<file path="config.mk">
export PLATFORM = sky130hd
export DESIGN_NAME = twd_mul_triv_pipe
export DESIGN_NICKNAME = d
export VERILOG_FILES = /design/src/rtl/twd_mul_triv_pipe.sv
export SDC_FILE = /design/constraint.sdc
export NUM_CORES = 2
export LEC_CHECK = 0
export ABC_AREA = 0
export CORE_MARGIN = 8
export CORE_UTILIZATION = 65
export CTS_BUF_LIST = sky130_fd_sc_hd__clkbuf_16
export CTS_CLUSTER_SIZE = 12
export DETAILED_ROUTE_END_ITERATION = 16
export GPL_TIMING_DRIVEN = 0
export PLACE_DENSITY = 0.93
export SYNTH_ARGS = -nofsm -noshare
export SYNTH_HDL_FRONTEND = slang
export SYNTH_SLANG_ARGS = --single-unit
</file>
<file path="constraint.sdc">
create_clock -name clk -period 20.4 [get_ports clk]
set_input_delay 6.12 -clock clk [delete_from_list [all_inputs] [get_ports clk]]
set_output_delay 6.12 -clock clk [all_outputs]
set_load 0.005 [all_outputs]
</file>
<file path="src/rtl/twd_mul_triv_pipe.sv">
// Trivial/near-trivial twiddle multiplier (W4 or W8 pattern) with a 2-stage valid/ready pipeline.
// Build option: define TWD_SAT_CNT_EN to include the saturation event counter on o_sat_cnt.
module twd_mul_triv_pipe #(
    parameter int unsigned WIDTH  = 13,
    parameter int unsigned LANES  = 16,
    parameter int unsigned NPOINT = 512,
    parameter int unsigned GROUP  = 8,
    parameter int unsigned CW     = 8
) (
    input  logic                        clk,
    input  logic                        rstn,
    input  logic                        i_sync_clr,
    input  logic                        i_mode,
    input  logic                        i_in_valid,
    output logic                        o_in_ready,
    input  logic [LANES-1:0][WIDTH-1:0] i_in_re,
    input  logic [LANES-1:0][WIDTH-1:0] i_in_im,
    output logic                        o_out_valid,
    input  logic                        i_out_ready,
    output logic [LANES-1:0][WIDTH-1:0] o_out_re,
    output logic [LANES-1:0][WIDTH-1:0] o_out_im,
    output logic                        o_out_first,
    output logic                        o_out_last,
    output logic [15:0]                 o_sat_cnt
);

    localparam int unsigned BW = (NPOINT > 1) ? $clog2(NPOINT) : 1;
    localparam int unsigned PW = WIDTH + CW + 4;
    localparam int unsigned S  = GROUP / 8;

    // round(2^CW / sqrt2) == round(sqrt(2^(2*CW-1)))
    function automatic int unsigned isqrt_rnd(input int unsigned n);
        int unsigned r;
        int unsigned t;
        r = 0;
        for (int b = 15; b >= 0; b--) begin
            t = r | (32'd1 << b);
            if (t * t <= n) r = t;
        end
        if (n > r * r + r) r = r + 1;
        return r;
    endfunction

    localparam int unsigned            C         = isqrt_rnd(32'd1 << (2 * CW - 1));
    localparam logic signed [PW-1:0]   CS        = PW'(C);
    localparam logic signed [PW-1:0]   RND_ADD   = PW'(2 ** (CW - 1));
    localparam logic signed [PW-1:0]   MAXV      = PW'(2 ** (WIDTH - 1) - 1);
    localparam logic signed [PW-1:0]   MINV      = ~MAXV;
    localparam logic [BW-1:0]          LAST_BASE = BW'(NPOINT - LANES);
    localparam logic [BW-1:0]          STEP      = BW'(LANES);

    typedef enum logic [1:0] {FacOne, FacNegJ, FacW81, FacW83} fac_e;

    function automatic fac_e lane_code(input logic [BW-1:0] base, input int unsigned lane,
                                       input logic mode);
        int unsigned m;
        m = ((32'(base) + lane) % GROUP) / S;
        if (!mode) return (m >= 6) ? FacNegJ : FacOne;
        if (m == 5) return FacNegJ;
        if (m == 6) return FacW81;
        if (m == 7) return FacW83;
        return FacOne;
    endfunction

    function automatic logic signed [PW-1:0] rnd(input logic signed [PW-1:0] p);
        return (p + RND_ADD) >>> CW;
    endfunction

    function automatic logic [WIDTH-1:0] sat(input logic signed [PW-1:0] v);
        if (v > MAXV) return MAXV[WIDTH-1:0];
        if (v < MINV) return MINV[WIDTH-1:0];
        return v[WIDTH-1:0];
    endfunction

    // Unsaturated results packed as {re, im}.
    function automatic logic [2*PW-1:0] lane_pre(input logic [WIDTH-1:0] a_re,
                                                 input logic [WIDTH-1:0] a_im,
                                                 input fac_e code);
        logic signed [PW-1:0] x_re, x_im, x_sum, x_dif, y_re, y_im;
        x_re  = PW'($signed(a_re));
        x_im  = PW'($signed(a_im));
        x_sum = x_re + x_im;
        x_dif = x_im - x_re;
        unique case (code)
            FacNegJ: begin
                y_re = x_im;
                y_im = -x_re;
            end
            FacW81: begin
                y_re = rnd(x_sum * CS);
                y_im = rnd(x_dif * CS);
            end
            FacW83: begin
                y_re = rnd(x_dif * CS);
                y_im = rnd((-x_sum) * CS);
            end
            default: begin
                y_re = x_re;
                y_im = x_im;
            end
        endcase
        return {y_re, y_im};
    endfunction

    logic [BW-1:0]                r_base;
    logic                         r_mode_q;
    logic                         r_v1, r_v2;
    logic [LANES-1:0][WIDTH-1:0]  r_re1, r_im1, r_re2, r_im2;
    logic [LANES-1:0][1:0]        r_code1;
    logic                         r_first1, r_last1, r_first2, r_last2;

    logic                         w_adv, w_acc, w_mode_eff;
    logic [LANES-1:0][1:0]        w_code;
    logic [LANES-1:0][2*PW-1:0]   w_pre;
    logic [LANES-1:0][WIDTH-1:0]  w_res_re, w_res_im;

    assign o_in_ready = !r_v2 || i_out_ready;
    assign w_adv      = o_in_ready;
    assign w_acc      = i_in_valid && o_in_ready;
    // The frame-start beat already uses the newly sampled mode.
    assign w_mode_eff = (r_base == '0) ? i_mode : r_mode_q;

    always_comb begin
        for (int j = 0; j < LANES; j++) begin
            w_code[j]   = lane_code(r_base, j, w_mode_eff);
            w_pre[j]    = lane_pre(r_re1[j], r_im1[j], fac_e'(r_code1[j]));
            w_res_re[j] = sat(w_pre[j][2*PW-1:PW]);
            w_res_im[j] = sat(w_pre[j][PW-1:0]);
        end
    end

    always_ff @(posedge clk or negedge rstn) begin
        if (!rstn) begin
            r_base   <= '0;
            r_mode_q <= 1'b0;
            r_v1     <= 1'b0;
            r_v2     <= 1'b0;
            r_re1    <= '0;
            r_im1    <= '0;
            r_code1  <= '0;
            r_first1 <= 1'b0;
            r_last1  <= 1'b0;
            r_re2    <= '0;
            r_im2    <= '0;
            r_first2 <= 1'b0;
            r_last2  <= 1'b0;
        end else if (i_sync_clr) begin
            r_base   <= '0;
            r_mode_q <= 1'b0;
            r_v1     <= 1'b0;
            r_v2     <= 1'b0;
            r_re1    <= '0;
            r_im1    <= '0;
            r_code1  <= '0;
            r_first1 <= 1'b0;
            r_last1  <= 1'b0;
            r_re2    <= '0;
            r_im2    <= '0;
            r_first2 <= 1'b0;
            r_last2  <= 1'b0;
        end else if (w_adv) begin
            if (w_acc) begin
                r_base   <= (r_base == LAST_BASE) ? '0 : r_base + STEP;
                if (r_base == '0) r_mode_q <= i_mode;
                r_re1    <= i_in_re;
                r_im1    <= i_in_im;
                r_code1  <= w_code;
                r_first1 <= (r_base == '0);
                r_last1  <= (r_base == LAST_BASE);
            end
            r_v1 <= w_acc;
            r_v2 <= r_v1;
            if (r_v1) begin
                r_re2    <= w_res_re;
                r_im2    <= w_res_im;
                r_first2 <= r_first1;
                r_last2  <= r_last1;
            end
        end
    end

    assign o_out_valid = r_v2;
    assign o_out_re    = r_re2;
    assign o_out_im    = r_im2;
    assign o_out_first = r_first2;
    assign o_out_last  = r_last2;

`ifdef TWD_SAT_CNT_EN
    function automatic logic ovf(input logic signed [PW-1:0] v);
        return (v > MAXV) || (v < MINV);
    endfunction

    logic        w_any_sat;
    logic [15:0] r_sat_cnt;

    always_comb begin
        w_any_sat = 1'b0;
        for (int j = 0; j < LANES; j++) begin
            w_any_sat = w_any_sat | ovf(w_pre[j][2*PW-1:PW]) | ovf(w_pre[j][PW-1:0]);
        end
    end

    always_ff @(posedge clk or negedge rstn) begin
        if (!rstn) begin
            r_sat_cnt <= '0;
        end else if (i_sync_clr) begin
            r_sat_cnt <= '0;
        end else if (w_adv && r_v1 && w_any_sat && (r_sat_cnt != 16'hFFFF)) begin
            r_sat_cnt <= r_sat_cnt + 16'd1;
        end
    end

    assign o_sat_cnt = r_sat_cnt;
`else
    assign o_sat_cnt = 16'd0;
`endif

endmodule

</file>
==> flow_summary.yaml <==
run_status:
  status: "complete, but fails checks"
  violations: "max-capacitance violations, max-slew violations"
timing:
  relSlewSlack_pct: -10.6
  period_needed_ps: 13860
  setup_tns_ps: 0
  worst_slack_ps: 6540
  drv_slew: 130
  worst_slew_pin_slew_ps: 1660
  setup_viol: 0
  post-route-period-util_pct: 68.0
  fin_skew_ps: 67.0
  rsz0062_at_grt: "no"
  fmax_ghz: 0.0721
  finalHoldViolCount: 0
worst_setup_path:
  critPathLaunchType: "input port"
  critPathMaxStageDelay_ps: 620
  critPathLaunch: "i_out_ready"
  worstReg2RegStart: "r_re1[80]"
  cp.depth: 4
  cp_common_cell: "clkdlybuf4s50_1"
  crit_path_end_kind: "primary output"
  r2r_end: "o_out_im[89]"
  criticalPathCategory: "input port to primary output"
  required_ps: 14280
  reg2reg_slack_ps: 8010
  crit_end: "o_in_ready"
  cp.buffers_inverters: 3
  crit_chain: "clkdlybuf4s50_1, nand2b_1, clkbuf_1, clkdlybuf4s50_1"
  ff2ff_path_depth: 36
  cpLargestDelayFamily: "buffers and inverters"
  cp_slowest_cell: "clkdlybuf4s50_1"
  arrival_ps: 7740
  path_max_fanout: 7
synthesis:
  synth-edff-count: 0
  ys_async_sr_fraction_pct: 100
  syn_inst: 9080
  avgSynthCellArea_um2: 10.2
  synthFlopType: "dfrtp_1"
  synthDistinctLibCells: 95
  seq_area_frac_synth_pct: 23.0
  ys_top_cells_by_area: "dfrtp_1, ha_1, fa_1"
  yosys_warnings: 0
  synth_top_area_cell: "dfrtp_1"
  netlist_area_mm2: 0.0924
  netlist.area_leader.share_pct: 23.0
  synth-seq-cells: 848
detailed_routing:
  post_drt_wl_per_cell_um: 28.9
  vias: 78700
  drcViolationCount: 0
  detailedRoute.firstIterationViolations: 9385
  vias_per_cell: 6.52
  drt_pre_antenna_iters: 12
  antenna_left: 0
  wl_um: 348000
grt:
  grt_pass1_wl_um: 507000
  grt_start_max_net_pins: 125
  gr-usage-all-layers_pct: 44.1
  antenna_found_initial: 51
  first_global_vias: 80200
  overflow: 0
floorplan:
  io_pins: 858
  core_area_mm2: 0.141
  rows: 138
  die-area_mm2: 0.154
  die_w_um: 393
  initial_core_util_pct: 65.3
  die_height_um: 393
min_path:
  min_path_type: "flop to flop"
clocking:
  clockRootBuffer: "clkbuf_16"
  clkLatencyLatePin_ps: 760
  cts_tree: "yes"
  clk_pin_slew_ps: 60
  cts.repair.resized: 0
  cts_sinks: 848
  cts_buffers: 95
  clock_path_buffers: 3
  htree_levels: 3
  cts_hold_buf: 0
  postCtsSetupBuffers: 0
placed_design:
  place.port_buffers: 840
  dp_slack_ps: 6570
  place_hpwl_um: 286000
  gp_congestion: 1.10
  dp.cells: 11800
  postPlaceCellArea_mm2: 0.104
final_layout:
  drive_gt1_share_pct: 3.95
  final_nets: 12900
  fin_cells: 12100
  area_growth_pct: 15.6
  fin_area_mm2: 0.107
run:
  maxCapViolCount: 13
[per-layer routing]
| layer | up-vias | track usage [%] | part of all wire [%] |
|---|---|---|---|
| li1 | 33000 | - | - |
| met3 | 1438 | 20.3 | 15 |
| met1 | 38800 | 53.0 | 35 |
| met2 | 5398 | 64.3 | 42 |
| met4 | 28 | 27.2 | 8.0 |
| met5 | - | 0 | 0.059 |
[worst min-delay path, stage by stage, from the launching register on]
cell	delay [ps]
dfrtp_1	350
nand2_1	50
nand2_1	50
[layout by cell type, fill, tap and decap left out, drive strengths merged, types with 32 or more instances in the layout]
cell type	n
diode	55
or2	32
clkinv	32
a22o	527
mux4	124
xnor2	394
clkdlybuf4s50	839
clkbuf	358
a221o	123
nand2b	59
o21bai	35
a211oi	36
nor2	367
nand3	79
a21o	95
nor2b	103
o211ai	34
a21oi	237
and3	37
inv	1586
nand2	440
mux2i	47
ha	1645
o21a	63
buf	84
nor3	102
dfrtp	848
xor2	215
o21ai	354
fa	750
nand4	39
a31oi	52
[synth_stat cells (all sizes together), types with 63 or more instances]
master	number
buf	67
o21a	63
inv	1552
fa	750
o21ai	354
a22o	527
xor2	215
dfrtp	848
nor3	102
a221o	123
a21oi	237
nand2	440
mux4	124
nor2b	103
nand3	79
xnor2	394
a21o	95
ha	1645
clkbuf	262
nor2	367
[cells by family after synthesis]
group	share of synthesized area, %
AND/OR/NAND/NOR	7.15
adder cells (fa/ha/maj)	38.5
multiplexers	3.69
AO/OA/AOI/OAI	14.0
XOR/XNOR	5.90
other	0.00813
buffers and inverters	7.76
flip-flops	23.0
[metrics by stage]
step	utilization (%)	hold WS (ps)
floorplan	-	463
global placement	73.0	458
detailed placement	73.3	465
CTS	75.4	480
global route	75.5	510
finish	75.5	478
[state kept, by name, indices dropped and copies added (netlist names)]
register	count
o_out_first	1
o_out_im	208
o_out_last	1
o_out_re	208
o_out_valid	1
r_base	5
r_code1	5
r_first1	1
r_im1	208
r_last1	1
r_re1	208
r_v1	1
[final cells by class]
class	instances	area, um2
diodes	55	138
plain buffers	329	1360
clock buffers	95	2380
clock inverters	72	637
fillers	9392	34600
inverters	1553	5830
multi-input cells	6369	64100
flip-flops and latches	848	21200
well taps	1890	2360
repair buffers	857	8780
[how the worst min path moves through the flow]
stage | from | to | cells after the start
2_1_floorplan | o_out_im[178] | o_out_im[178] | 2
3_3_place_gp | o_out_im[178] | o_out_im[178] | 2
3_5_place_dp | o_out_re[207] | o_out_re[207] | 2
4_1_cts | o_out_re[207] | o_out_re[207] | 2
5_1_grt | o_out_im[68] | o_out_im[68] | 1
6_report | o_out_re[207] | o_out_re[207] | 2
Power is left out: the tool's default activity adds up to more than one toggle a clock period on the data nets, which glitch-free logic cannot reach.
==> variant: new RTL, same flow settings <==
Set the parameter `WIDTH` to 14 (it was 13).
--- a/src/rtl/twd_mul_triv_pipe.sv
+++ b/src/rtl/twd_mul_triv_pipe.sv
@@ -1,7 +1,7 @@
 // Trivial/near-trivial twiddle multiplier (W4 or W8 pattern) with a 2-stage valid/ready pipeline.
 // Build option: define TWD_SAT_CNT_EN to include the saturation event counter on o_sat_cnt.
 module twd_mul_triv_pipe #(
-    parameter int unsigned WIDTH  = 13,
+    parameter int unsigned WIDTH  = 14,
     parameter int unsigned LANES  = 16,
     parameter int unsigned NPOINT = 512,
     parameter int unsigned GROUP  = 8,
Ports: changed (resized i_in_im, i_in_re, o_out_im and o_out_re); port bits go from 858 to 922. The function was not compared with the original's and may differ.
==> variant against the unedited design <==
- the flow still finishes with violations (capacitance limit, slew limit)
- synthesized area increased by 7.6%
- sequential cell count increased by 64
- first-iteration DRC count decreased by 18%
- worst setup slack improved by 0.11 ns
- routed wire length increased by 4.7%
- via count increased by 4.1%
- design area increased by 7.4%
- critical path type unchanged
- largest cell class unchanged
Power is left out: the tool's default activity adds up to more than one toggle a clock period on the data nets, which glitch-free logic cannot reach.
==> variant: results <==
logic_synthesis:
  ys_types: 118
  yosysSeqAreaShare_pct: 22.9
  synth_common_cells: "ha_1, inv_1, dfrtp_1"
  yosys_warnings: 0
  synth_area_leaders: "dfrtp_1, ha_1, fa_1"
  async_reset_ff_share_pct: 100
  synthFlopType: "dfrtp_1"
timing:
  drv_slew: 33
  worstMarginPinSlew_ns: 1.57
  clock-skew-final_ns: 0.0728
grt:
  grt_pass1_vias: 85900
  antenna_found_initial: 57
  grt_pass1_wl_um: 543000
  grt_max_degree: 123
  grtUsageTotal_pct: 43.0
worst_setup_path:
  r2r_start: "r_im1[112]"
  crit_end: "o_in_ready"
  crit_family: "buffers and inverters"
  reg2reg_slack_ns: 8.89
  critical_path_arrival_ns: 7.63
  cp_max_fo: 7
  crit_start: "i_out_ready"
  r2r_cells: 35
  rr_endpoint: "o_out_im[123]"
  cp_slowest_stage_delay_ns: 0.61
detailed_routing:
  drtIter0Drc: 7690
  dr.pass1.iters: 6
  vias: 82000
  totalWireLength_um: 365000
status:
  outcome: "finished with violations"
  violations: "capacitance limit, slew limit"
finish:
  nFillCells: 10300
  drive_gt1_share_pct: 4.02
  nNetsFinal: 13800
cts:
  cts.clk_slew.worst_paths_ns: 0.06
  clk_latency_ns: 0.80
  post_cts_resized: 0
  cts_setup_buffers: 0
  cts_max_level: 3
  numCtsBuffers: 100
  root_buffer: "clkbuf_16"
  clockBufferDepth: 3
place:
  hpwl_um: 302000
  portBuffers: 904
  gp_congestion: 1.06
  place_area_um2: 111000
worst_hold_path:
  min_path_type: "flip-flop to flip-flop"
run:
  max-cap-violations: 5
[variant: cell types whose count changed in the layout (fill, tap and decap cells not counted), sizes merged, moves of 21 or more]
cell,unedited run,this run
ha,1645,1746
a21oi,237,291
clkbuf,358,401
fa,750,804
dfrtp,848,912
a211o,4,25
nor2,367,396
mux2i,47,73
inv,1586,1609
clkdlybuf4s50,839,903
nand2,440,512
xnor2,394,432
a22o,527,563
[variant: kinds of logic after synthesis]
logic type                 count (synthesis)  share of synthesized area, %
adders and majority gates               2550                          38.1
and+or+nand+nor                         1590                          7.70
DFF                                      912                          22.9
AOI/OAI and AO/OA                       1904                          14.2
other                                      2                       0.00755
buffers and inverters                   1940                          7.45
xor gates and xnor gates                 656                          5.89
muxes                                    209                          3.70
[variant: per-stage QoR]
step | worst slack [ns] | hold WS, ns | std cells | utilization (%)
6_report | 6.65 | 0.474 | 12900 | 75.5
5_1_grt | 6.58 | 0.492 | 12900 | 75.5
4_1_cts | 6.65 | 0.475 | 12900 | 75.4
3_5_place_dp | 6.64 | 0.459 | 12700 | 73.4
3_3_place_gp | -27.29 | 0.457 | 12700 | 73.2
2_1_floorplan | 7.87 | 0.463 | 9782 | -
[variant: how the worst min path moves through the flow]
stage	startpoint	to	slack [ns]	depth (start not counted)
floorplan	o_out_im[185]	o_out_im[185]	0.46	2
detailed placement	o_out_im[81]	o_out_im[81]	0.46	2
finish	o_out_im[81]	o_out_im[81]	0.47	2
CTS	r_im1[19]	o_out_im[19]	0.47	1
global route	o_out_im[81]	o_out_im[81]	0.49	2
global placement	o_out_im[81]	o_out_im[81]	0.46	2
[variant: tightest hold or removal path: stages, from the launching register on]
cell	delay, ns
dfrtp_1	0.34
nand2_1	0.05
nand2_1	0.05
[variant: cell type report]
type,count,share of cell area [%]
clock inverters,70,0.567
repair buffers,915,8.14
well taps,2030,2.21
clock buffers,100,2.18
plain buffers,360,1.30
multi-input cells,6930,60.4
diodes,44,0.0960
inverters,1580,5.17
flip-flops and latches,912,19.9
[variant: routing by layer]
layer / vias to the layer above / GRT usage (%) / wire (µm)
met2: 4365 / 68.9 / 167000
met3: 1294 / 11.6 / 36000
li1: 35600 / - / -
met5: - / 0 / 155
met1: 40600 / 48.5 / 124000
met4: 24 / 34.5 / 37700
